`config.mk`:
```
export PLATFORM = sky130hd
export DESIGN_NAME = com_uart_tx_arbiter
export DESIGN_NICKNAME = d
export VERILOG_FILES = /design/src/rtl/com_uart_tx_arbiter.sv
export SDC_FILE = /design/constraint.sdc
export NUM_CORES = 1
export LEC_CHECK = 0
export CAP_MARGIN = 0
export CORE_AREA = 2 2 68 70
export CTS_CLUSTER_DIAMETER = 30
export DETAILED_ROUTE_END_ITERATION = 12
export DIE_AREA = 0 0 70 72
export PLACE_DENSITY = 0.88
export SLEW_MARGIN = 30
export SYNTH_ARGS = -nofsm -noshare
export SYNTH_HDL_FRONTEND = slang
export SYNTH_SLANG_ARGS = --single-unit
```
`constraint.sdc`:
```
create_clock -name clk -period 3.51 [get_ports clk]
set_input_delay 0.702 -clock clk [delete_from_list [all_inputs] [get_ports clk]]
set_output_delay 0.702 -clock clk [all_outputs]
set_load 0.01 [all_outputs]
```
`src/rtl/com_uart_tx_arbiter.sv`:
```
// com_uart_tx_arbiter
// Round-robin arbiter that shares one UART transmitter between NUM_REQ
// byte-stream requesters. A grant is held for one packet or for at most
// BURST_MAX bytes. Each byte is launched with a one-cycle tx_start pulse,
// and the next byte is offered only after the transmitter's busy window ends.
//
// Optional feature: define COM_UART_ARB_IDLE_TIMEOUT_EN to release a grant
// whose owner stalls for 64 consecutive cycles in LOAD.
module com_uart_tx_arbiter #(
    parameter int NUM_REQ     = 4,   // 2..8
    parameter int BURST_MAX   = 4,   // 1..15
    parameter int ACK_TIMEOUT = 15   // 1..255
) (
    input  logic                 clk,
    input  logic                 rst_n,
    input  logic [NUM_REQ-1:0]   req_valid,
    input  logic [8*NUM_REQ-1:0] req_data,
    input  logic [NUM_REQ-1:0]   req_last,
    output logic [NUM_REQ-1:0]   req_ready,
    output logic [7:0]           tx_data,
    output logic                 tx_start,
    input  logic                 tx_busy,
    output logic                 grant_valid,
    output logic [2:0]           grant_id,
    output logic                 ack_err
);

    typedef enum logic [2:0] {
        IDLE,
        LOAD,
        LAUNCH,
        WAIT_ACK,
        WAIT_DONE
    } state_t;

    state_t     state;
    logic [2:0] rr_ptr;
    logic [3:0] burst_cnt;
    logic [7:0] ack_cnt;
    logic       last_q;

    logic [7:0] valid_ext;   // req_valid widened so a 3-bit index is always legal
    logic [7:0] sel_data;
    logic       sel_last;
    logic       pick_found;
    logic [2:0] pick_id;
    logic [3:0] cand;
    logic [2:0] next_ptr;
    logic       do_release;
    logic       stall_hit;

`ifdef COM_UART_ARB_IDLE_TIMEOUT_EN
    localparam int STALL_LIMIT = 64;
    logic [7:0] stall_cnt;

    // The owner has been silent for STALL_LIMIT consecutive LOAD cycles.
    assign stall_hit = (state == LOAD) && !valid_ext[grant_id] &&
                       (stall_cnt == 8'(STALL_LIMIT - 1));
`else
    // Without the idle timeout LOAD waits for the owner indefinitely.
    assign stall_hit = 1'b0;
`endif

    // Route the owner's byte, last flag and ready; ready only while in LOAD.
    always_comb begin
        // NOTE: every signal gets a default before the loop so no path leaves it unassigned (no latch).
        valid_ext = '0;
        sel_data  = '0;
        sel_last  = 1'b0;
        req_ready = '0;
        for (int i = 0; i < NUM_REQ; i++) begin
            valid_ext[i] = req_valid[i];
            if (grant_id == 3'(i)) begin
                sel_data     = req_data[8*i +: 8];
                sel_last     = req_last[i];
                req_ready[i] = (state == LOAD);
            end
        end
    end

    // First valid requester at or above the pointer, wrapping at NUM_REQ.
    // Walking the offsets downward lets the smallest offset win.
    always_comb begin
        pick_found = 1'b0;
        pick_id    = '0;
        cand       = '0;
        for (int k = NUM_REQ - 1; k >= 0; k--) begin
            cand = {1'b0, rr_ptr} + 4'(k);
            if (cand >= 4'(NUM_REQ)) begin
                cand = cand - 4'(NUM_REQ);
            end
            if (valid_ext[cand[2:0]]) begin
                pick_found = 1'b1;
                pick_id    = cand[2:0];
            end
        end
    end

    // Pointer value after the current owner gives up the transmitter.
    assign next_ptr = (grant_id == 3'(NUM_REQ - 1)) ? 3'd0 : grant_id + 3'd1;

    // Conditions that end the current grant.
    always_comb begin
        do_release = 1'b0;
        case (state)
            LOAD:      do_release = stall_hit;
            WAIT_ACK:  do_release = !tx_busy && (ack_cnt <= 8'd1);
            WAIT_DONE: do_release = !tx_busy && (last_q || burst_cnt == 4'(BURST_MAX));
            default:   do_release = 1'b0;
        endcase
    end

    // Sequencer FSM with registered grant, launch and error outputs.
    always_ff @(posedge clk or negedge rst_n) begin
        if (!rst_n) begin
            state       <= IDLE;
            rr_ptr      <= '0;
            burst_cnt   <= '0;
            ack_cnt     <= '0;
            last_q      <= 1'b0;
            tx_data     <= '0;
            tx_start    <= 1'b0;
            grant_valid <= 1'b0;
            grant_id    <= '0;
            ack_err     <= 1'b0;
        end else begin
            // NOTE: state uses non-blocking assignments so every register samples pre-edge values.
            tx_start <= 1'b0;
            ack_err  <= 1'b0;
            case (state)
                IDLE: begin
                    if (pick_found) begin
                        grant_valid <= 1'b1;
                        grant_id    <= pick_id;
                        state       <= LOAD;
                    end
                end
                LOAD: begin
                    if (valid_ext[grant_id]) begin
                        tx_data   <= sel_data;
                        last_q    <= sel_last;
                        burst_cnt <= burst_cnt + 4'd1;
                        tx_start  <= 1'b1;
                        state     <= LAUNCH;
                    end
                end
                LAUNCH: begin
                    // tx_busy may rise on any of the next ACK_TIMEOUT cycles.
                    ack_cnt <= 8'(ACK_TIMEOUT);
                    state   <= WAIT_ACK;
                end
                WAIT_ACK: begin
                    if (tx_busy) begin
                        state <= WAIT_DONE;
                    end else if (ack_cnt <= 8'd1) begin
                        ack_err <= 1'b1;
                    end else begin
                        ack_cnt <= ack_cnt - 8'd1;
                    end
                end
                WAIT_DONE: begin
                    // Overridden below when the packet or burst is complete.
                    if (!tx_busy) begin
                        state <= LOAD;
                    end
                end
                default: state <= IDLE;
            endcase

            if (do_release) begin
                grant_valid <= 1'b0;
                grant_id    <= '0;
                burst_cnt   <= '0;
                rr_ptr      <= next_ptr;
                state       <= IDLE;
            end
        end
    end

`ifdef COM_UART_ARB_IDLE_TIMEOUT_EN
    // Count consecutive stalled LOAD cycles; any other cycle clears the count.
    always_ff @(posedge clk or negedge rst_n) begin
        if (!rst_n) begin
            stall_cnt <= '0;
        end else if (state == LOAD && !valid_ext[grant_id]) begin
            stall_cnt <= stall_cnt + 8'd1;
        end else begin
            stall_cnt <= '0;
        end
    end
`endif

endmodule

```
==> Implementation_results.wiki, run 1 <==
{| class="wikitable"
! Metric !! Value
|-
| Result of the run || finished, final reports clean
|-
| Setup Crit Path Kind || flop to primary output
|-
| Iteration-0 DRC count of the detailed router || 179
|-
| Inserted Diodes || 0
|-
| Largest fanout on the critical path || 14
|-
| Height of the chip || 72 µm
|-
| Source-to-sink clock delay at the later pin of the worst-skew pair || 280 ps
|-
| Mean cell area of the mapped netlist || 8.54 µm²
|-
| Synth Instances || 256
|-
| Highest clock frequency the design can meet || 326 MHz
|-
| Arrival time reported for the critical path endpoint || 2360 ps
|-
| Fin Hold WS || 492 ps
|-
| RSZ-0062 raised after global routing || no
|-
| Initial antenna violation count || 0
|-
| CTS buffer count || 5
|-
| Vias/cell || 5.77
|-
| Via Count || 2,124
|-
| Clock edge transition at the registers on the reported setup and hold paths || 70 ps
|-
| Worst clock skew || 7.32 ps
|-
| Total number of placement rows || 24
|-
| Per-cell routed wire length || 14.7 µm
|-
| Core ar. || 4260 µm²
|-
| Worst setup path start || state[0]$_DFFE_PN0P_
|-
| Crit Reg-Reg Endpoint || grant_id[1]$_DFFE_PN0P_
|-
| Width of the chip || 70 µm
|-
| DRT Wirelength || 5.41 mm
|-
| DIE AREA || 5040 µm²
|-
| Aggregate negative setup slack || 0 ps
|-
| VDD IR-drop max || 0.000477 V
|-
| Fraction of final layout cells sized beyond drive strength 1 || 7.59%
|-
| Clock tree from TritonCTS || yes
|-
| Antenna-violating nets left || 0
|-
| Synthesized area || 2190 µm²
|-
| Share of the cycle needed by the critical path after routing || 87.3%
|-
| All-layer global routing usage || 23.0%
|-
| Hold Violations, Final || 0
|-
| Placer Congestion || 0.975
|-
| Main synth FF type || sky130_fd_sc_hd__dfrtp_1
|-
| Path depth of the worst reg2reg path || 8
|-
| Relative slew slack || 57.5%
|-
| Worst setup slack after layout || 446 ps
|-
| Transition time at the pin with the least slew margin || 638 ps
|-
| Number of nets in the synthesized netlist || 309
|-
| Destination of the critical timing path || req_ready[0]
|-
| Number of nets in the layout || 368
|-
| Filler instances || 333
|-
| First-pass GRT wire length || 9.36 mm
|-
| Critical path startpoint category || flop
|-
| Total overflow reported by the global router || 0
|-
| Endpoint required time on the critical path || 2810 ps
|-
| Number of flops mapped to enable cells by yosys || 0
|-
| Number of warnings printed during yosys synthesis || 0
|-
| Worst R2R Start || rr_ptr[0]$_DFFE_PN0N_
|-
| Area Growth Syn to Fin || 35.0%
|-
| Final Slew Violations || 0
|-
| Largest net degree at the start of global routing || 34
|-
| Leak Pwr || 0.00126 µW
|-
| Hold-fix buffers, CTS || 0
|-
| Setup repair bufs after CTS || 0
|-
| Residual DRC || 0
|-
| Number of gates resized after CTS || 0
|-
| Post-route cell area || 2950 µm²
|-
| H-tree depth || 2
|-
| Share of async-settable or async-resettable flops after synthesis || 100%
|-
| Number of max-capacitance violations reported || 0
|-
| HPWL after detailed placement || 4.17 mm
|-
| Maximum clock insertion buffer count || 2
|-
| Unique masters post-synth || 50
|-
| Total of buffers placed on input and output ports || 60
|-
| TritonRoute pass-1 iters || 5
|-
| Sinks on Clock Net || 33
|-
| Root buffer cell || sky130_fd_sc_hd__clkbuf_8
|-
| Top-Level Pins || 61
|-
| Endpoint type of the worst setup path || primary output
|-
| Placement Setup Slack || 758 ps
|-
| Setup slack of the worst register-to-register path || 950 ps
|-
| Sequential element share of the synthesized area || 37.8%
|-
| Number of register bits inferred by synthesis || 33
|-
| Classification of the worst-slack hold path || flop to flop
|-
| Final setup vio count || 0
|-
| Final Core Density || 69.2%
|-
| Final critical-path required period || 3060 ps
|-
| Starting density of the core || 51.3%
|-
| Number of global-route vias before repair || 2,072
|-
| DP Area || 2840 µm²
|-
| PwrDens || 767 nW/µm²
|}
metrics by stage:
stage,total power [µW],cells
finish,2270,368
CTS,2280,368
floorplan,1480,256
global placement,1840,360
detailed placement,1890,360
global route,2460,368
sequential cells by signal, summed over array words and instances, names as in the netlist:
signal and cells:
ack_cnt 8, grant_valid 1, tx_data 8, state 3, rr_ptr 3, grant_id 3
ack_err 1, tx_start 1, last_q 1, burst_cnt 4
cells in the final DEF (no fill, tap or decap), types with 2 or more instances in the layout:
cell type | netlist | routed
sky130_fd_sc_hd__clkdlybuf4s50_1 | 0 | 60
sky130_fd_sc_hd__dfrtp_1 | 33 | 33
sky130_fd_sc_hd__nor2_1 | 30 | 30
sky130_fd_sc_hd__nand2_1 | 30 | 30
sky130_fd_sc_hd__o21ai_0 | 19 | 19
sky130_fd_sc_hd__inv_1 | 15 | 15
sky130_fd_sc_hd__a21oi_1 | 14 | 14
sky130_fd_sc_hd__a22oi_1 | 10 | 10
sky130_fd_sc_hd__a211oi_1 | 10 | 10
sky130_fd_sc_hd__ha_1 | 10 | 10
sky130_fd_sc_hd__nor2b_1 | 7 | 7
sky130_fd_sc_hd__clkbuf_8 | 0 | 6
sky130_fd_sc_hd__xnor2_1 | 4 | 4
sky130_fd_sc_hd__mux2i_1 | 4 | 4
sky130_fd_sc_hd__nor3_1 | 4 | 4
sky130_fd_sc_hd__buf_4 | 0 | 4
sky130_fd_sc_hd__nand2b_1 | 3 | 3
sky130_fd_sc_hd__o21ai_1 | 3 | 3
sky130_fd_sc_hd__or3_1 | 3 | 3
sky130_fd_sc_hd__nand3_1 | 3 | 3
sky130_fd_sc_hd__mux4_2 | 2 | 2
sky130_fd_sc_hd__or3b_2 | 2 | 2
sky130_fd_sc_hd__and2_1 | 2 | 2
sky130_fd_sc_hd__a21o_1 | 2 | 2
sky130_fd_sc_hd__nor4_1 | 2 | 2
sky130_fd_sc_hd__o31a_1 | 2 | 2
sky130_fd_sc_hd__o31ai_1 | 2 | 2
sky130_fd_sc_hd__and3_1 | 2 | 2
sky130_fd_sc_hd__a32oi_1 | 2 | 2
sky130_fd_sc_hd__o211ai_1 | 2 | 2
sky130_fd_sc_hd__a31o_2 | 2 | 2
worst max-delay path, cell delays in order (launching register included):
cell and delay, ps:
sky130_fd_sc_hd__dfrtp_1 620, sky130_fd_sc_hd__or3b_2 540, sky130_fd_sc_hd__nor2_1 220, sky130_fd_sc_hd__and2_1 170, sky130_fd_sc_hd__clkdlybuf4s50_1 530
final cells by class:
cell class | count | area [µm²] | area share, %
Inverter | 15 | 56.3 | 1.91
Clock inverter | 1 | 30.0 | 1.02
Tap cell | 52 | 65.1 | 2.20
Multi-Input combinational cell | 196 | 1260 | 42.6
Sequential cell | 33 | 826 | 28.0
Timing Repair Buffer | 64 | 631 | 21.4
Clock buffer | 7 | 86.3 | 2.92
worst min path at each step:
stage	startpoint	endpoint	slack [ps]	cells past startpoint
after global placement	tx_data[5]$_DFFE_PN0P_	tx_data[5]$_DFFE_PN0P_	470	2
after floorplan	rst_n	ack_cnt[0]$_DFFE_PN0P_	410	0
after global routing	tx_data[0]$_DFFE_PN0P_	tx_data[0]$_DFFE_PN0P_	530	2
final	tx_data[3]$_DFFE_PN0P_	tx_data[3]$_DFFE_PN0P_	490	2
after detailed placement	tx_data[3]$_DFFE_PN0P_	tx_data[3]$_DFFE_PN0P_	480	2
after CTS	tx_data[3]$_DFFE_PN0P_	tx_data[3]$_DFFE_PN0P_	490	2
Yosys cell counts (3+ instances only):
cell	number	area (µm²)
sky130_fd_sc_hd__nor2_1	30	113
sky130_fd_sc_hd__a21oi_1	14	70.1
sky130_fd_sc_hd__nand2b_1	3	18.8
sky130_fd_sc_hd__or3_1	3	18.8
sky130_fd_sc_hd__nor3_1	4	20.0
sky130_fd_sc_hd__nand2_1	30	113
sky130_fd_sc_hd__ha_1	10	125
sky130_fd_sc_hd__xnor2_1	4	35.0
sky130_fd_sc_hd__o21ai_1	3	15.0
sky130_fd_sc_hd__mux2i_1	4	40.0
sky130_fd_sc_hd__dfrtp_1	33	826
sky130_fd_sc_hd__a22oi_1	10	75.1
sky130_fd_sc_hd__nand3_1	3	15.0
sky130_fd_sc_hd__inv_1	15	56.3
sky130_fd_sc_hd__nor2b_1	7	43.8
sky130_fd_sc_hd__clkbuf_1	11	41.3
sky130_fd_sc_hd__o21ai_0	19	95.1
sky130_fd_sc_hd__a211oi_1	10	75.1
layer usage:
layer / up-vias / GRT usage [%] / wire (µm)
li1: 1037 / - / -
met1: 987 / 27.4 / 2300
met2: 93 / 40.3 / 2690
met3: 7 / 7.08 / 379
met4: 0 / 6.62 / 43
met5: - / 0 / 0
report_power, final:
group | switching (µW) | total [µW] | internal (µW)
sequential | 172 | 680 | 509
clock | 137 | 368 | 231
combinational | 633 | 1220 | 584
total | 941 | 2270 | 1320
kinds of logic after synthesis:
group / Yosys count / share of synthesized area, %
compound gates: 81 / 25.1
mux: 6 / 3.89
xor+xnor: 5 / 2.00
fa+ha+maj: 10 / 5.72
flops: 33 / 37.8
buf+inv: 27 / 4.69
simple gates: 94 / 20.9
No activity file was read; power rests on OpenSTA's default activity.
==> run 2: changes to the inputs <==
Settings changed: CORE_AREA 2 2 68 70 to 2 2 64 66, DIE_AREA 0 0 70 72 to 0 0 66 68, DONT_BUFFER_PORTS set to 1, PLACE_DENSITY 0.88 to 0.77.
==> Implementation_results.wiki, run 2 (synthesized netlist as in run 1, its figures left out) <==
{| class="wikitable"
! Metric !! Value
|-
| Result of the run || finished, final reports clean (unchanged)
|-
| Root buffer cell || sky130_fd_sc_hd__clkbuf_8 (unchanged)
|-
| HPWL after detailed placement || 3.45 mm (was 4.17 mm)
|-
| Number of max-capacitance violations reported || 0 (unchanged)
|-
| Total number of placement rows || 23 (was 24)
|-
| Hold-fix buffers, CTS || 0 (unchanged)
|-
| CTS buffer count || 5 (unchanged)
|-
| Clock edge transition at the registers on the reported setup and hold paths || 70 ps (about the same)
|-
| Path depth of the worst reg2reg path || 8 (unchanged)
|-
| Top-Level Pins || 61 (unchanged)
|-
| Arrival time reported for the critical path endpoint || 1950 ps (was 2360 ps)
|-
| All-layer global routing usage || 21.9% (was 23.0%)
|-
| Sinks on Clock Net || 33 (unchanged)
|-
| Most used cells in the layout excluding fill and tap cells || sky130_fd_sc_hd__dfrtp_1 (33), sky130_fd_sc_hd__nor2_1 (30), sky130_fd_sc_hd__nand2_1 (30) (was sky130_fd_sc_hd__clkdlybuf4s50_1 (60), sky130_fd_sc_hd__dfrtp_1 (33), sky130_fd_sc_hd__nor2_1 (30), sky130_fd_sc_hd__nand2_1 (30), sky130_fd_sc_hd__o21ai_0 (19))
|-
| Leak Pwr || 0.000999 µW (was 0.00126 µW)
|-
| Antenna-violating nets left || 0 (unchanged)
|-
| Iteration-0 DRC count of the detailed router || 126 (was 179)
|-
| Largest fanout on the critical path || 10 (was 14)
|-
| Number of gates resized after CTS || 0 (unchanged)
|-
| Inserted Diodes || 0 (unchanged)
|-
| Via Count || 1,838 (was 2,124)
|-
| PnR Total Power || 1930 µW (was 2270 µW)
|-
| Filler instances || 350 (was 333)
|-
| Hold Violations, Final || 0 (unchanged)
|-
| Setup slack of the worst register-to-register path || 1070 ps (was 950 ps)
|-
| Worst R2R Start || rr_ptr[0]$_DFFE_PN0N_ (unchanged)
|-
| Placement Setup Slack || 1090 ps (was 758 ps)
|-
| Final critical-path required period || 2650 ps (was 3060 ps)
|-
| VDD IR-drop max || 0.000455 V (was 0.000477 V)
|-
| Met3 wirelength from detailed routing || 429 µm (was 379 µm)
|-
| Final Slew Violations || 0 (unchanged)
|-
| Endpoint type of the worst setup path || primary output (unchanged)
|-
| Clock tree from TritonCTS || yes (unchanged)
|-
| Largest net degree at the start of global routing || 34 (unchanged)
|-
| Total of buffers placed on input and output ports || 0 (was 60)
|-
| Classification of the worst-slack hold path || input port to async pin (was flop to flop)
|-
| Fraction of final layout cells sized beyond drive strength 1 || 8.70% (was 7.59%)
|-
| Width of the chip || 66 µm (was 70 µm)
|-
| Aggregate negative setup slack || 0 ps (unchanged)
|-
| Per-cell routed wire length || 15.3 µm (was 14.7 µm)
|-
| Relative slew slack || 57.5% (about the same)
|-
| Source-to-sink clock delay at the later pin of the worst-skew pair || 290 ps (was 280 ps)
|-
| Setup repair bufs after CTS || 0 (unchanged)
|-
| Area Growth Syn to Fin || 5.03% (was 35.0%)
|-
| Most frequent standard cell in the layout excluding fill and tap cells || sky130_fd_sc_hd__dfrtp_1 (was sky130_fd_sc_hd__clkdlybuf4s50_1)
|-
| Final setup vio count || 0 (unchanged)
|-
| Largest registers || ack_cnt x8, tx_data x8, burst_cnt x4 (unchanged)
|-
| Number of global-route vias before repair || 1,684 (was 2,072)
|-
| Maximum clock insertion buffer count || 2 (unchanged)
|-
| H-tree depth || 2 (unchanged)
|-
| Transition time at the pin with the least slew margin || 637 ps (was 638 ps)
|-
| Worst setup slack after layout || 859 ps (was 446 ps)
|-
| Highest metal layer used by the detailed router || met4 (unchanged)
|-
| Starting density of the core || 56.7% (was 51.3%)
|-
| Endpoint required time on the critical path || 2810 ps (about the same)
|-
| DIE AREA || 4490 µm² (was 5040 µm²)
|-
| PwrDens || 840 nW/µm² (was 767 nW/µm²)
|-
| Highest clock frequency the design can meet || 377 MHz (was 326 MHz)
|-
| Share of the cycle needed by the critical path after routing || 75.5% (was 87.3%)
|-
| DP Area || 2210 µm² (was 2840 µm²)
|-
| DRT Wirelength || 4.63 mm (was 5.41 mm)
|-
| Total overflow reported by the global router || 0 (unchanged)
|-
| Worst clock skew || 8.47 ps (was 7.32 ps)
|-
| Vias/cell || 6.07 (was 5.77)
|-
| Number of nets in the layout || 305 (was 368)
|-
| Met2 wirelength from detailed routing || 2.04 mm (was 2.69 mm)
|-
| Setup Crit Path Kind || flop to primary output (unchanged)
|-
| Residual DRC || 0 (unchanged)
|-
| Crit Reg-Reg Endpoint || grant_id[1]$_DFFE_PN0P_ (unchanged)
|-
| Initial antenna violation count || 0 (unchanged)
|-
| Placer Congestion || 0.841 (was 0.975)
|-
| Met1 routed wirelength after detailed routing || 2.06 mm (was 2.30 mm)
|-
| Core ar. || 3860 µm² (was 4260 µm²)
|-
| Critical path startpoint category || flop (unchanged)
|-
| Height of the chip || 68 µm (was 72 µm)
|-
| Post-route cell area || 2300 µm² (was 2950 µm²)
|-
| TritonRoute pass-1 iters || 4 (was 5)
|-
| RSZ-0062 raised after global routing || no (unchanged)
|-
| First-pass GRT wire length || 7.47 mm (was 9.36 mm)
|}
[run 2: cell count changes in the layout (fill, tap and decap cells not counted)]
cell / before / now
sky130_fd_sc_hd__clkbuf_1: 1 / 0
sky130_fd_sc_hd__buf_4: 4 / 1
sky130_fd_sc_hd__clkinvlp_4: 0 / 1
sky130_fd_sc_hd__clkdlybuf4s50_1: 60 / 0
sky130_fd_sc_hd__bufinv_16: 1 / 0
sky130_fd_sc_hd__clkinv_2: 0 / 2
sky130_fd_sc_hd__clkbuf_8: 6 / 5
[run 2: layout make-up]
cell class	instances	area [µm²]	share of cell area, %
Clock inverter	3	17.5	0.763
Clock buffer	5	68.8	3.00
Multi-Input combinational cell	196	1260	54.8
Sequential cell	33	826	35.9
Tap cell	50	62.6	2.72
Timing Repair Buffer	1	7.51	0.327
Inverter	15	56.3	2.45
[run 2: routing by layer]
layer | vias to the layer above | track usage, %
met4 | 0 | 10.7
met3 | 9 | 7.57
met5 | - | 0
met1 | 840 | 28.6
li1 | 908 | -
met2 | 81 | 32.6
[run 2: worst max-delay path, cell delays in order (launching register included)]
cell and delay (ps):
sky130_fd_sc_hd__dfrtp_1 490, sky130_fd_sc_hd__inv_1 130, sky130_fd_sc_hd__ha_1 180, sky130_fd_sc_hd__nor2b_1 530
sky130_fd_sc_hd__nor2b_1 320
[run 2: through the flow]
stage                     hold slack (ps)  utilization [%]  cells
after global routing                 79.5             59.6    303
after global placement                407             57.3    295
after detailed placement              407             57.3    295
final                                97.9             59.6    303
after floorplan                       406                -    256
after CTS                            87.5             59.6    303
[run 2: power breakdown]
| part | leakage, µW | switching, µW | internal, µW |
|---|---|---|---|
| clock | 0.0000439 | 145 | 137 |
| combinational | 0.000547 | 531 | 410 |
| sequential | 0.000409 | 198 | 509 |
[run 2: how the worst max path moves through the flow]
| stage | from | endpoint | slack, ps | depth (start not counted) |
|---|---|---|---|---|
| 2_1_floorplan | rr_ptr[0]$_DFFE_PN0N_ | grant_id[1]$_DFFE_PN0P_ | 1320 | 9 |
| 3_3_place_gp | rr_ptr[0]$_DFFE_PN0N_ | grant_id[1]$_DFFE_PN0P_ | 1120 | 8 |
| 3_5_place_dp | rr_ptr[0]$_DFFE_PN0N_ | grant_id[1]$_DFFE_PN0P_ | 1090 | 8 |
| 4_1_cts | grant_id[1]$_DFFE_PN0P_ | req_ready[1] | 840 | 4 |
| 5_1_grt | grant_id[1]$_DFFE_PN0P_ | req_ready[1] | 690 | 4 |
| 6_report | grant_id[1]$_DFFE_PN0P_ | req_ready[1] | 860 | 4 |
